### src/rtl/wallace_mul_arbiter.sv
// Two-requester arbiter that time-shares one external combinational multiplier.
// Optional grant/stall counters are enabled with `define WALLACE_ARB_STATS_EN.
module wallace_mul_arbiter #(
   parameter int W      = 16,
   parameter int SETTLE = 2
) (
   input  logic           clk,
   input  logic           rst,
   input  logic           req0_valid,
   output logic           req0_ready,
   input  logic [W-1:0]   req0_a,
   input  logic [W-1:0]   req0_b,
   input  logic           req1_valid,
   output logic           req1_ready,
   input  logic [W-1:0]   req1_a,
   input  logic [W-1:0]   req1_b,
   output logic [W-1:0]   mul_a,
   output logic [W-1:0]   mul_b,
   input  logic [2*W-1:0] mul_p,
   output logic           rsp_valid,
   output logic           rsp_id,
   output logic [2*W-1:0] rsp_p,
   input  logic           rsp_ready,
`ifdef WALLACE_ARB_STATS_EN
   output logic [15:0]    gnt0_cnt,
   output logic [15:0]    gnt1_cnt,
   output logic [15:0]    stall_cnt,
`endif
   output logic           busy
);

   typedef enum logic [1:0] {S_IDLE, S_MUL, S_DONE} state_t;

   localparam logic [3:0] CNT_LOAD = 4'(SETTLE - 1);

   state_t     r_state;
   state_t     w_state_nxt;
   logic [3:0] r_cnt;
   logic       r_last_grant;
   logic       w_grant_ok;
   logic       w_grant;
   logic       w_pick1;

   // NOTE: every always_comb output gets a default first so no latch is inferred.
   always_comb begin
      w_state_nxt = r_state;
      w_grant_ok  = (r_state == S_IDLE) || ((r_state == S_DONE) && rsp_ready);
      w_pick1     = (req0_valid && req1_valid) ? ~r_last_grant : req1_valid;
      w_grant     = w_grant_ok && (req0_valid || req1_valid);
      req0_ready  = w_grant && !w_pick1;
      req1_ready  = w_grant && w_pick1;
      busy        = (r_state != S_IDLE);
      case (r_state)
         S_IDLE: if (w_grant) w_state_nxt = S_MUL;
         S_MUL:  if (r_cnt == 4'd0) w_state_nxt = S_DONE;
         S_DONE: if (rsp_ready) w_state_nxt = w_grant ? S_MUL : S_IDLE;
         default: w_state_nxt = S_IDLE;
      endcase
   end

   // NOTE: sequential state uses non-blocking assignments only, so every flop sees pre-edge values.
   always_ff @(posedge clk) begin
      if (rst) begin
         r_state      <= S_IDLE;
         r_cnt        <= 4'd0;
         r_last_grant <= 1'b1;
         mul_a        <= '0;
         mul_b        <= '0;
         rsp_valid    <= 1'b0;
         rsp_id       <= 1'b0;
         rsp_p        <= '0;
      end else begin
         r_state <= w_state_nxt;
         // A grant in DONE only happens on the accepting edge, so rsp_id may be reloaded here.
         if (w_grant) begin
            mul_a        <= w_pick1 ? req1_a : req0_a;
            mul_b        <= w_pick1 ? req1_b : req0_b;
            rsp_id       <= w_pick1;
            r_last_grant <= w_pick1;
            r_cnt        <= CNT_LOAD;
         end
         if (r_state == S_MUL) begin
            if (r_cnt == 4'd0) begin
               rsp_p     <= mul_p;
               rsp_valid <= 1'b1;
            end else begin
               r_cnt <= r_cnt - 4'd1;
            end
         end
         if ((r_state == S_DONE) && rsp_ready) rsp_valid <= 1'b0;
      end
   end

`ifdef WALLACE_ARB_STATS_EN
   always_ff @(posedge clk) begin
      if (rst) begin
         gnt0_cnt  <= '0;
         gnt1_cnt  <= '0;
         stall_cnt <= '0;
      end else begin
         if (req0_ready) gnt0_cnt <= gnt0_cnt + 16'd1;
         if (req1_ready) gnt1_cnt <= gnt1_cnt + 16'd1;
         if ((r_state == S_DONE) && !rsp_ready && (stall_cnt != 16'hFFFF))
            stall_cnt <= stall_cnt + 16'd1;
      end
   end
`endif

endmodule

### config.mk
export PLATFORM = sky130hd
export DESIGN_NAME = wallace_mul_arbiter
export DESIGN_NICKNAME = d
export VERILOG_FILES = /design/src/rtl/wallace_mul_arbiter.sv
export SDC_FILE = /design/constraint.sdc
export NUM_CORES = 1
export LEC_CHECK = 0
export CAP_MARGIN = 20
export CORE_MARGIN = 5
export CORE_UTILIZATION = 30
export CTS_BUF_LIST = sky130_fd_sc_hd__clkbuf_4
export CTS_CLUSTER_DIAMETER = 150
export DETAILED_ROUTE_END_ITERATION = 8
export DONT_BUFFER_PORTS = 1
export SYNTH_ARGS = -nofsm -noshare
export SYNTH_HDL_FRONTEND = slang
export SYNTH_SLANG_ARGS = --single-unit
### constraint.sdc
create_clock -name clk -period 2.83 [get_ports clk]
set_input_delay 0.566 -clock clk [delete_from_list [all_inputs] [get_ports clk]]
set_output_delay 0.566 -clock clk [all_outputs]
set_load 0.02 [all_outputs]
Word level (Yosys, flattened, before mapping)
Index checks and enable logic that the tools add are counted.
Widths: inputs -> output; s select.
{"block": "word_totals", "regBits": 73, "latchBits": 0, "ram_bits": 0, "mem_bits_ro": 0, "input_bits": 101, "output_inout_bits": 69, "elab_cells": 40, "memories": 0}
{"block": "classes", "add_sub_neg": 1, "mul": 0, "n_div": 0, "n_lt_le_gt_ge": 0, "eq_ne": 5, "shifts": 0, "mux": 11, "bitwise_logic": 1, "reduce_logical": 14}
{"cell": "$mux 16", "n": 2}
{"cell": "$mux 4", "n": 3}
{"cell": "$mux 2", "n": 3}
{"cell": "$ne 2x2->1 const B", "n": 3}
{"cell": "$pmux 2 s3", "n": 1}
{"cell": "$logic_and 1x1->1", "n": 5}
{"cell": "$logic_not 4->1", "n": 1}
{"cell": "$sub 4x1->4 const B", "n": 1}
{"cell": "$reduce_and 3->1", "n": 1}
{"cell": "$eq 2x1->1 const B", "n": 1}
{"cell": "$eq 2x2->1 const B", "n": 1}
{"cell": "$logic_not 2->1", "n": 1}
{"cell": "$logic_or 1x1->1", "n": 2}
{"cell": "$mux 1", "n": 2}
{"cell": "$reduce_and 2->1", "n": 1}
{"cell": "$reduce_bool 2->1", "n": 1}
{"cell": "$reduce_or 2->1", "n": 1}
{"cell": "$logic_not 1->1", "n": 1}
{"cell": "$not 1->1", "n": 1}

Longest topological paths before layout
Gate-level depths: netlist (run 1).
{"block": "logic_depth", "ltp_word": 7, "mapped_depth": 7}

Worst setup path before layout (run 1)
OpenSTA, ideal clock, no wires.
{"block": "synth_path", "path_type": "input to output", "startpoint": "input port req1_valid", "endpoint": "output port req0_ready", "t_arrival_ns": 1.252, "setup_slack_ns": 1.012, "path_stages": 4, "path_cell_list": "or2_2 > buf_2 > nand3_1 > nor2_1"}
{"block": "synth_between", "elab_chain_len": 4}
{"element": "from (decl)", "line": "13", "text": "input logic req1_valid,"}
{"element": "$logic_and 1x1->1", "line": "48", "text": "w_pick1 = (req0_valid && req1_valid) ? ~r_last_grant : req1_valid;"}
{"element": "$mux 1", "line": "48"}
{"element": "$logic_not 1->1", "line": "50", "text": "req0_ready = w_grant && !w_pick1;"}
{"element": "$logic_and 1x1->1 *", "line": "50"}
{"element": "to (decl)", "line": "10", "text": "output logic req0_ready,"}
Every way passes the cells marked *; elsewhere a longest branch is shown, timed or not.

Worst setup path in the final report (run 1)
{"block": "layout_path", "startpoint": "register r_state[0]", "endpoint": "output port req0_ready"}
{"block": "layout_between", "elab_chain_len": 5}
{"element": "from (decl)", "line": "36", "text": "state_t r_state;"}
{"element": "from (signal assigned)", "line": "73", "text": "r_state <= w_state_nxt;"}
{"element": "$eq 2x2->1", "line": "47", "text": "w_grant_ok = (r_state == S_IDLE) || ((r_state == S_DONE) && rsp_ready);"}
{"element": "$logic_and 1x1->1", "line": "47"}
{"element": "$logic_or 1x1->1 *", "line": "47"}
{"element": "$logic_and 1x1->1 *", "line": "49", "text": "w_grant = w_grant_ok && (req0_valid || req1_valid);"}
{"element": "$logic_and 1x1->1 *", "line": "50"}
Marks and branches as above.

==> results.ini, run 1 <==
[pwr]
power_density_nw_per_um2 = 732
pwr-share-clk_pct = 29.3
p_seq_share_pct = 54.9
p_int_mw = 1.63
ir_worst_vdd_mv = 0.255
swShare_pct = 33.4
power.leakage_nw = 1.14
combPwrFrac_pct = 15.8
switching_power_uw = 820

[cts]
ctsLongestPathBuffers = 2
cts.repair.resized = 0
postCtsHoldBufs = 0
cts_tree = built
cts_buffers = 9
post_cts_buffers = 0
clk_latency_ps = 410
cts_root_buf = clkbuf_4
cts_num_sinks = 73
cts.clk_slew.worst_paths_ps = 120
cts-htree-levels = 3

[place]
hpwl_um = 6280
place_congestion = 0.738
placed_area_um2 = 3200
portBuffers = 0

[final_layout]
diodes = 0
drive_gt1_share_pct = 7.63
design_area_um2 = 3350
mostFrequentLayoutCells = dfxtp_1, nand2_1, a21oi_1
nFillCells = 1086
area_growth_pct = 6.31
register_area_um2 = 1460
multi_input_area_um2 = 1490
mostFrequentLayoutCell = dfxtp_1
nets = 464

[detailed_routing]
finalWirelength_um = 9310
vias_per_cell = 5.81
vias = 2920
wl_per_cell_um = 18.5
firstDrtPassIters = 4
drt_iter0_drc = 390
drtAntennaViolNets = 0
drcViolationCount = 0

[sta]
grt_setup_unrepaired = no
fin_crit_ps = 2170
slew_violations = 0
max_freq_ghz = 0.461
setup_viol = 0
worst_pin_slew_ps = 943
hold_violations = 0
period_share_pct = 76.7
finalSetupTns_ps = 0
relSlewSlack_pct = 36.7
fin_skew_ps = 12.0

[global_route]
overflow = 0
grt_pass1_wl_um = 14700
grt_max_degree = 74
grt_pass1_vias = 2883
antenna_found_initial = 0
track_usage_pct = 14.4

[synthesis]
synth_area_um2 = 3150
syn_nets = 488
syn_inst = 386
synth_seq_cells = 73
synth_warnings = 0
synth_edf_count = 0
async_flop_share_pct = 0
syn_avg_cell_area_um2 = 8.17
synth_cell_types = 33
synth-main-ff-cell = dfxtp_1
synth.yosys.seq_area_share_pct = 46.3

[worst_setup_path]
worstPathRequired_ps = 2260
crit_path_end_kind = output pin
setup.worst_path.start = r_state[0]
path_max_fanout = 11
r2r-start = r_cnt[3]
rr_worst_depth = 3
start_kind = register
path_class = reg2out
worstPathArrival_ps = 1600

[min_path]
min-delay-start = rst
holdPathStages = 1
min_path_type = in2reg

[die]
io_pins = 170
die_w_um = 113
die_area_um2 = 12700
die_h_um = 113
rows = 37
design.core.area_um2 = 10300
initial_core_util_pct = 30.7

[outcome]
status = finished, final reports clean

[job]
cap_violations = 0

## per-layer routing
layer / up-vias / track usage (%) / wire length (um)
li1: 1377 / - / -
met5: - / 0 / 0
met2: 163 / 24.1 / 4370
met3: 13 / 6.52 / 1170
met4: 0 / 5.61 / 164
met1: 1367 / 16.0 / 3610
## sequential cells by signal (all words and copies together) (netlist names)
signal,count
mul_b,16
rsp_p,32
rsp_valid,1
r_cnt,4
r_last_grant,1
r_state,2
rsp_id,1
mul_a,16
## worst paths after layout
| kind | to | slack, ps |
|---|---|---|
| max | req0_ready | 660 |
| min reg2reg | r_cnt[0] | 540 |
| max reg2reg | rsp_p[31] | 1020 |
| min | rsp_id | 210 |
## cells by family (layout without fill, tap and decap cells)
logic type	after synthesis	count (layout)	synth area share, %
AO/OA/AOI/OAI	145	145	29.4
AND/OR/NAND/NOR	118	118	17.2
flip-flops	73	73	46.3
buffers and inverters	49	30	6.70
adder cells (fa/ha/maj)	1	1	0.397
## critical path: stages (launching register included)
cell	delay (ps)
dfxtp_1	530
clkinv_1	200
nand3_1	220
nor2_1	60
buf_4	170
## area by class of cell
cell class	count	share of cell area (%)
Multi-Input combinational cell	264	44.3
Tap cell	136	5.07
Clock buffer	9	2.01
Inverter	6	0.672
Clock inverter	7	2.54
Timing Repair Buffer	8	1.79
Sequential cell	73	43.6
## power by group through the flow
stage | sequential [mW] | combinational [mW] | clock [mW]
final | 1.35 | 0.387 | 0.719
after global routing | 1.36 | 0.442 | 0.806
after CTS | 1.35 | 0.393 | 0.755
after detailed placement | 1.37 | 0.394 | 0
after global placement | 1.37 | 0.375 | 0
after floorplan | 1.34 | 0.342 | 0
## cell usage after synthesis (2+ instances only)
| cell type | number | area share [%] |
|---|---|---|
| a21oi_1 | 37 | 5.9 |
| nand2_1 | 64 | 7.6 |
| nor3b_1 | 2 | 0.48 |
| o31ai_1 | 2 | 0.48 |
| o21ai_1 | 4 | 0.63 |
| a311oi_1 | 33 | 9.2 |
| o21ai_0 | 28 | 4.4 |
| nor2b_1 | 3 | 0.60 |
| or2_2 | 2 | 0.40 |
| inv_1 | 4 | 0.48 |
| clkinv_1 | 2 | 0.24 |
| buf_2 | 19 | 3.0 |
| clkbuf_1 | 23 | 2.7 |
| nor2_1 | 3 | 0.36 |
| dfxtp_1 | 73 | 46 |
| o311ai_0 | 2 | 0.56 |
| nand3_1 | 34 | 5.4 |
| nand2b_1 | 3 | 0.60 |
| a31oi_1 | 34 | 6.7 |
## through the flow
stage	hold WS (ps)	std cells	setup slack (ps)	total power [mW]	utilization, %
3_5_place_dp	506	487	934	1.77	31.1
4_1_cts	161	503	615	2.50	32.6
3_3_place_gp	487	487	943	1.75	31.1
5_1_grt	147	503	460	2.61	32.6
6_report	213	503	660	2.45	32.6
2_1_floorplan	472	386	1010	1.68	-
No activity file was read; power rests on OpenSTA's default activity.
==> run 2: changes to the inputs <==
==> constraint.sdc (replaced) <==
create_clock -name clk -period 1.75 [get_ports clk]
set_input_delay 0.35 -clock clk [delete_from_list [all_inputs] [get_ports clk]]
set_output_delay 0.35 -clock clk [all_outputs]
set_load 0.02 [all_outputs]
==> run 2 against run 1 <==
Effect of this change: non-clock buffer count increased by 12; utilization increased by 1.3 points; final area grew 4.0%; clock power is 21% higher; highest routed layer unchanged; sequential power is 62% higher; combinational power grew 94%; register-to-register slack got worse by 770 ps; largest cell class unchanged.
==> results.ini, run 2 (same netlist as run 1, synthesis figures left out) <==
[die]
rows = 37  ; unchanged
die_h_um = 113  ; unchanged
initial_core_util_pct = 30.7  ; unchanged
design.core.area_um2 = 10300  ; unchanged
die_w_um = 113  ; unchanged
die_area_um2 = 12700  ; unchanged
io_pins = 170  ; unchanged

[sta]
setup_viol = 0  ; unchanged
relSlewSlack_pct = 74.3  ; +38 points
hold_violations = 0  ; unchanged
fin_ws_ps = 113  ; -547 ps
grt_setup_unrepaired = no
slew_violations = 0  ; unchanged
max_freq_ghz = 0.611
period_share_pct = 93.6
worst_pin_slew_ps = 385  ; -558 ps
fin_crit_ps = 1640
fin_skew_ps = 15.1  ; +3.09 ps
finalSetupTns_ps = 0  ; unchanged

[place]
hpwl_um = 6440  ; +2.5%
placed_area_um2 = 3260  ; +2.0%
place_ws_ps = 287  ; -647 ps
place_congestion = 0.790  ; +7.1%
portBuffers = 0  ; unchanged

[global_route]
track_usage_pct = 15.1  ; +0.67 points
antenna_found_initial = 0  ; unchanged
grt_pass1_wl_um = 15400  ; +5.0%
grt_pass1_vias = 2998  ; +4.0%
overflow = 0  ; unchanged
grt_max_degree = 72  ; -2.7%

[worst_setup_path]
r2r_end = rsp_valid
regToRegSetupSlack_ps = 250  ; -770 ps
worstPathRequired_ps = 1400  ; -860 ps
rr_worst_depth = 6  ; +3
path_class = reg2out
path_max_fanout = 3  ; -8
start_kind = register
r2r-start = r_cnt[0]
crit_path_end_kind = output pin
worstPathArrival_ps = 1290  ; -310 ps

[pwr]
ir_worst_vdd_mv = 0.360  ; +41%
power_density_nw_per_um2 = 1090  ; +49%
power.leakage_nw = 1.22  ; +6.8%

[min_path]
holdPathEnd = rsp_valid
holdPathStages = 1  ; unchanged
min_path_type = in2reg
min-delay-start = rsp_ready

[outcome]
status = finished, final reports clean

[final_layout]
max_flop_register = rsp_p
area_growth_pct = 10.6
reg_top3 = rsp_p x32, mul_a x16, mul_b x16
nets = 476  ; +2.6%
largest_register_ff_count = 32  ; unchanged
mostFrequentLayoutCell = dfxtp_1
drive_gt1_share_pct = 11.9  ; +4.3 points
diodes = 0  ; unchanged
mostFrequentLayoutCells = dfxtp_1, nand2_1, a21oi_1
final_core_util_pct = 33.9  ; +1.3 points
design_area_um2 = 3490  ; +4.0%

[detailed_routing]
firstDrtPassIters = 6  ; +2
drtAntennaViolNets = 0  ; unchanged
drt_iter0_drc = 378  ; -3.1%
finalWirelength_um = 10100  ; +8.0%
vias = 3060  ; +4.8%
vias_per_cell = 5.96  ; +2.8%
wl_per_cell_um = 19.6  ; +5.9%
drcViolationCount = 0  ; unchanged

[cts]
cts-htree-levels = 3  ; unchanged
cts.clk_slew.worst_paths_ps = 120  ; about the same
cts_num_sinks = 73  ; unchanged
ctsLongestPathBuffers = 2  ; unchanged
cts_buffers = 9  ; unchanged
cts_root_buf = clkbuf_4
cts_tree = built
clk_latency_ps = 400  ; about the same

[job]
cap_violations = 0  ; unchanged

run 2: cell count changes in the layout (fill, tap and decap cells not counted), sizes merged:
cell / change
bufbuf: +1
clkbuf: +3
bufinv: -2
clkinvlp: -1
clkinv: -2
buf: +11
run 2: report_power, final:
part / leakage [nW] / internal (mW) / switching (mW)
logic: 0.560 / 0.302 / 0.447
registers: 0.601 / 1.84 / 0.343
clock network: 0.0583 / 0.318 / 0.555
total: 1.22 / 2.46 / 1.35
run 2: what timing repair did:
| action | CTS | global route |
|---|---|---|
| resized for setup | 5 | 5 |
| setup endpoints to repair | 2 | 2 |
| setup buffers | 3 | 2 |
| gates cloned | 1 | 0 |
| endpoints found under the hold margin | 71 | 0 |
| pin swaps | 1 | 1 |
| hold buffers | 1 | 0 |
run 2: critical path, cell delays in order (launching register included):
cell      delay [ps]
dfxtp_2          370
a21boi_4         200
nand4_1          160
inv_2            150
run 2: metrics by stage:
stage               power (mW)  hold WS, ps  cells
floorplan                 2.71          469    386
global placement          2.87          429    492
detailed placement        2.89          430    492
CTS                       3.85         13.5    511
global route              4.05         18.4    513
finish                    3.81         68.9    513
run 2: final cells by class:
cell class	count	area, um2
clock buffers	12	90.1
clock inverters	2	7.51
fillers	1119	6790
inverters	6	23.8
multi-input cells	264	1510
flip-flops and latches	73	1470
well taps	136	170
repair buffers	20	220
run 2: worst max-delay path by stage:
stage,start,end,slack [ps],cells past startpoint
CTS,r_last_grant,req1_ready,20,3
finish,r_last_grant,req1_ready,110,3
global route,r_last_grant,req1_ready,20,3
global placement,r_cnt[0],rsp_valid,250,6
floorplan,r_cnt[0],r_cnt[3],350,5
detailed placement,r_cnt[0],rsp_valid,290,6
run 2: per-layer routing:
layer | track usage, % | vias up | share of wire, %
li1 | - | 1404 | -
met1 | 16.8 | 1445 | 39
met2 | 24.6 | 184 | 46
met3 | 5.98 | 27 | 12
met4 | 8.09 | 0 | 2.5
met5 | 0 | - | 0
==> run 3: changes to the inputs <==
--- a/config.mk
+++ b/config.mk
@@ -7,11 +7,12 @@
 export LEC_CHECK = 0
 export CAP_MARGIN = 20
 export CORE_MARGIN = 5
-export CORE_UTILIZATION = 30
+export CORE_UTILIZATION = 59
 export CTS_BUF_LIST = sky130_fd_sc_hd__clkbuf_4
 export CTS_CLUSTER_DIAMETER = 150
 export DETAILED_ROUTE_END_ITERATION = 8
 export DONT_BUFFER_PORTS = 1
+export PLACE_DENSITY = 0.78
 export SYNTH_ARGS = -nofsm -noshare
 export SYNTH_HDL_FRONTEND = slang
 export SYNTH_SLANG_ARGS = --single-unit
==> run 3 against run 2 <==
Effect of this change: clock power is 2% higher; die area is 45% lower; wire length is 14% lower; register-to-register slack hardly changed; count of clock-buffer cells in the layout stayed put; utilization is 32 points higher; worst setup slack worse by 21 ps; critical path depth stayed put; largest cell class unchanged.
==> results.ini, run 3 (same netlist as run 1, synthesis figures left out) <==
[outcome]
status = finished, final reports clean

[die]
design.core.area_um2 = 5140  ; -50%
die_w_um = 83.1  ; -26%
rows = 26  ; -30%
die_h_um = 83.1  ; -26%
initial_core_util_pct = 61.4  ; +31 points
io_pins = 170  ; unchanged
die_area_um2 = 6910  ; -45%

[cts]
clk_latency_ps = 400  ; about the same
ctsLongestPathBuffers = 2  ; unchanged
cts.clk_slew.worst_paths_ps = 110  ; about the same
cts-htree-levels = 3  ; unchanged
cts_num_sinks = 73  ; unchanged
cts_tree = built
cts_buffers = 9  ; unchanged
cts_root_buf = clkbuf_4

[global_route]
overflow = 0  ; unchanged
track_usage_pct = 24.4  ; +9.3 points
use_met1_pct = 30.4  ; +14 points
use_met2_pct = 37.0  ; +12 points
grt_pass1_vias = 2877  ; -4.0%
antenna_found_initial = 0  ; unchanged
grt_pass1_wl_um = 14000  ; -8.9%
grt.busiest_layer = met2
grt_max_degree = 67  ; -6.9%
use_met3_pct = 9.01  ; +3.0 points

[worst_setup_path]
path_max_fanout = 3  ; unchanged
critPathSlowestCell = dfxtp_1
crit_family = flip-flops
worstPathRequired_ps = 1400  ; about the same
slowest_delay_ps = 360  ; about the same
crit_chain = a21boi_2 -> nand4_1 -> inv_2
start_kind = register
crit_path_end_kind = output pin
worstPathArrival_ps = 1310  ; +20 ps
worst-path-buf-inv = 1  ; unchanged
path_class = reg2out

[sta]
grt_setup_unrepaired = no
fin_ws_ps = 91.5  ; -21.3 ps
period_share_pct = 94.8  ; +1.2 points
setup_viol = 0  ; unchanged
finalSetupTns_ps = 0  ; unchanged
fin_skew_ps = 12.6  ; -2.50 ps
relSlewSlack_pct = 76.9  ; +2.5 points
hold_slack_ps = 43.8  ; -25.1 ps
worst_pin_slew_ps = 342  ; -42.5 ps
fin_crit_ps = 1660  ; +21.3 ps
slew_violations = 0  ; unchanged
max_freq_ghz = 0.603  ; -1.3%
hold_violations = 0  ; unchanged

[final_layout]
mostFrequentLayoutCell = dfxtp_1
nets = 478  ; +0.42%
drive_gt1_share_pct = 12.6  ; +0.66 points
layout.cells.non_filler = 451  ; -12%
design_area_um2 = 3380  ; -3.2%
diodes = 0  ; unchanged
mostFrequentLayoutCells = dfxtp_1, nand2_1, a21oi_1
reg_top3 = rsp_p x32, mul_a x16, mul_b x16
area_growth_pct = 7.06
largest_register_ff_count = 32  ; unchanged
final_core_util_pct = 65.7  ; +32 points
max_flop_register = rsp_p

[detailed_routing]
finalWirelength_um = 8670  ; -14%
vias = 2975  ; -2.8%
drtAntennaViolNets = 0  ; unchanged
vias_per_cell = 6.60  ; +11%
drcViolationCount = 0  ; unchanged
firstDrtPassIters = 4  ; -2
drt_iter0_drc = 268  ; -29%
wl_per_cell_um = 19.2  ; -1.9%

[pwr]
power_density_nw_per_um2 = 1120  ; +2.2%
ir_worst_vdd_mv = 0.620  ; +72%
total_power_mw = 3.77  ; -1.1%
power.leakage_nw = 1.21  ; -0.40%

[place]
place_congestion = 0.765  ; -3.2%
place_ws_ps = 278  ; -9.18 ps
dp.cells = 431  ; -12%
placed_area_um2 = 3190  ; -2.1%
hpwl_um = 5850  ; -9.1%
portBuffers = 0  ; unchanged

[job]
cap_violations = 0  ; unchanged

[min_path]
min_path_type = in2reg

-- run 3: changes by cell type in the layout (fill, tap and decap cells not counted), sizes merged --
cell / before / now
clkinv: 4 / 6
dlygate4sd3: 0 / 1
buf: 19 / 21
bufbuf: 1 / 0
-- run 3: worst paths after layout --
| kind | startpoint | slack, ps | end | depth (start not counted) |
|---|---|---|---|---|
| worst min-delay path | rst | 40 | r_last_grant | 1 |
| worst max-delay path | r_last_grant | 90 | req1_ready | 3 |
| worst max register to register | r_cnt[0] | 250 | rsp_p[20] | 6 |
| worst min register to register | r_cnt[0] | 520 | r_cnt[0] | 2 |
-- run 3: area by class of cell --
cell class | instances | area [um2]
Clock buffer | 12 | 90.1
Sequential cell | 73 | 1470
Timing Repair Buffer | 22 | 191
Clock inverter | 4 | 20.0
Inverter | 6 | 22.5
Multi-Input combinational cell | 264 | 1500
Tap cell | 70 | 87.6
Fill cell | 472 | 1760
-- run 3: what timing repair did --
item	4_1_cts	5_1_grt
gates cloned	0	0
buffers inserted	0	2
endpoints found under the hold margin	66	0
endpoints found under the setup margin	2	2
hold buffers	2	0
pin swaps	0	1
resized for setup	4	3
-- run 3: power breakdown --
group | internal, mW | switching (mW) | total (mW)
Sequential | 1.84 | 0.336 | 2.18
Clock | 0.332 | 0.554 | 0.887
Combinational | 0.280 | 0.424 | 0.703
Total | 2.45 | 1.31 | 3.77
-- run 3: routing by layer --
layer	vias to the layer above	share of wire, %
met5	-	0
met4	0	2.1
met3	15	11
met2	157	46
met1	1388	41
li1	1415	-
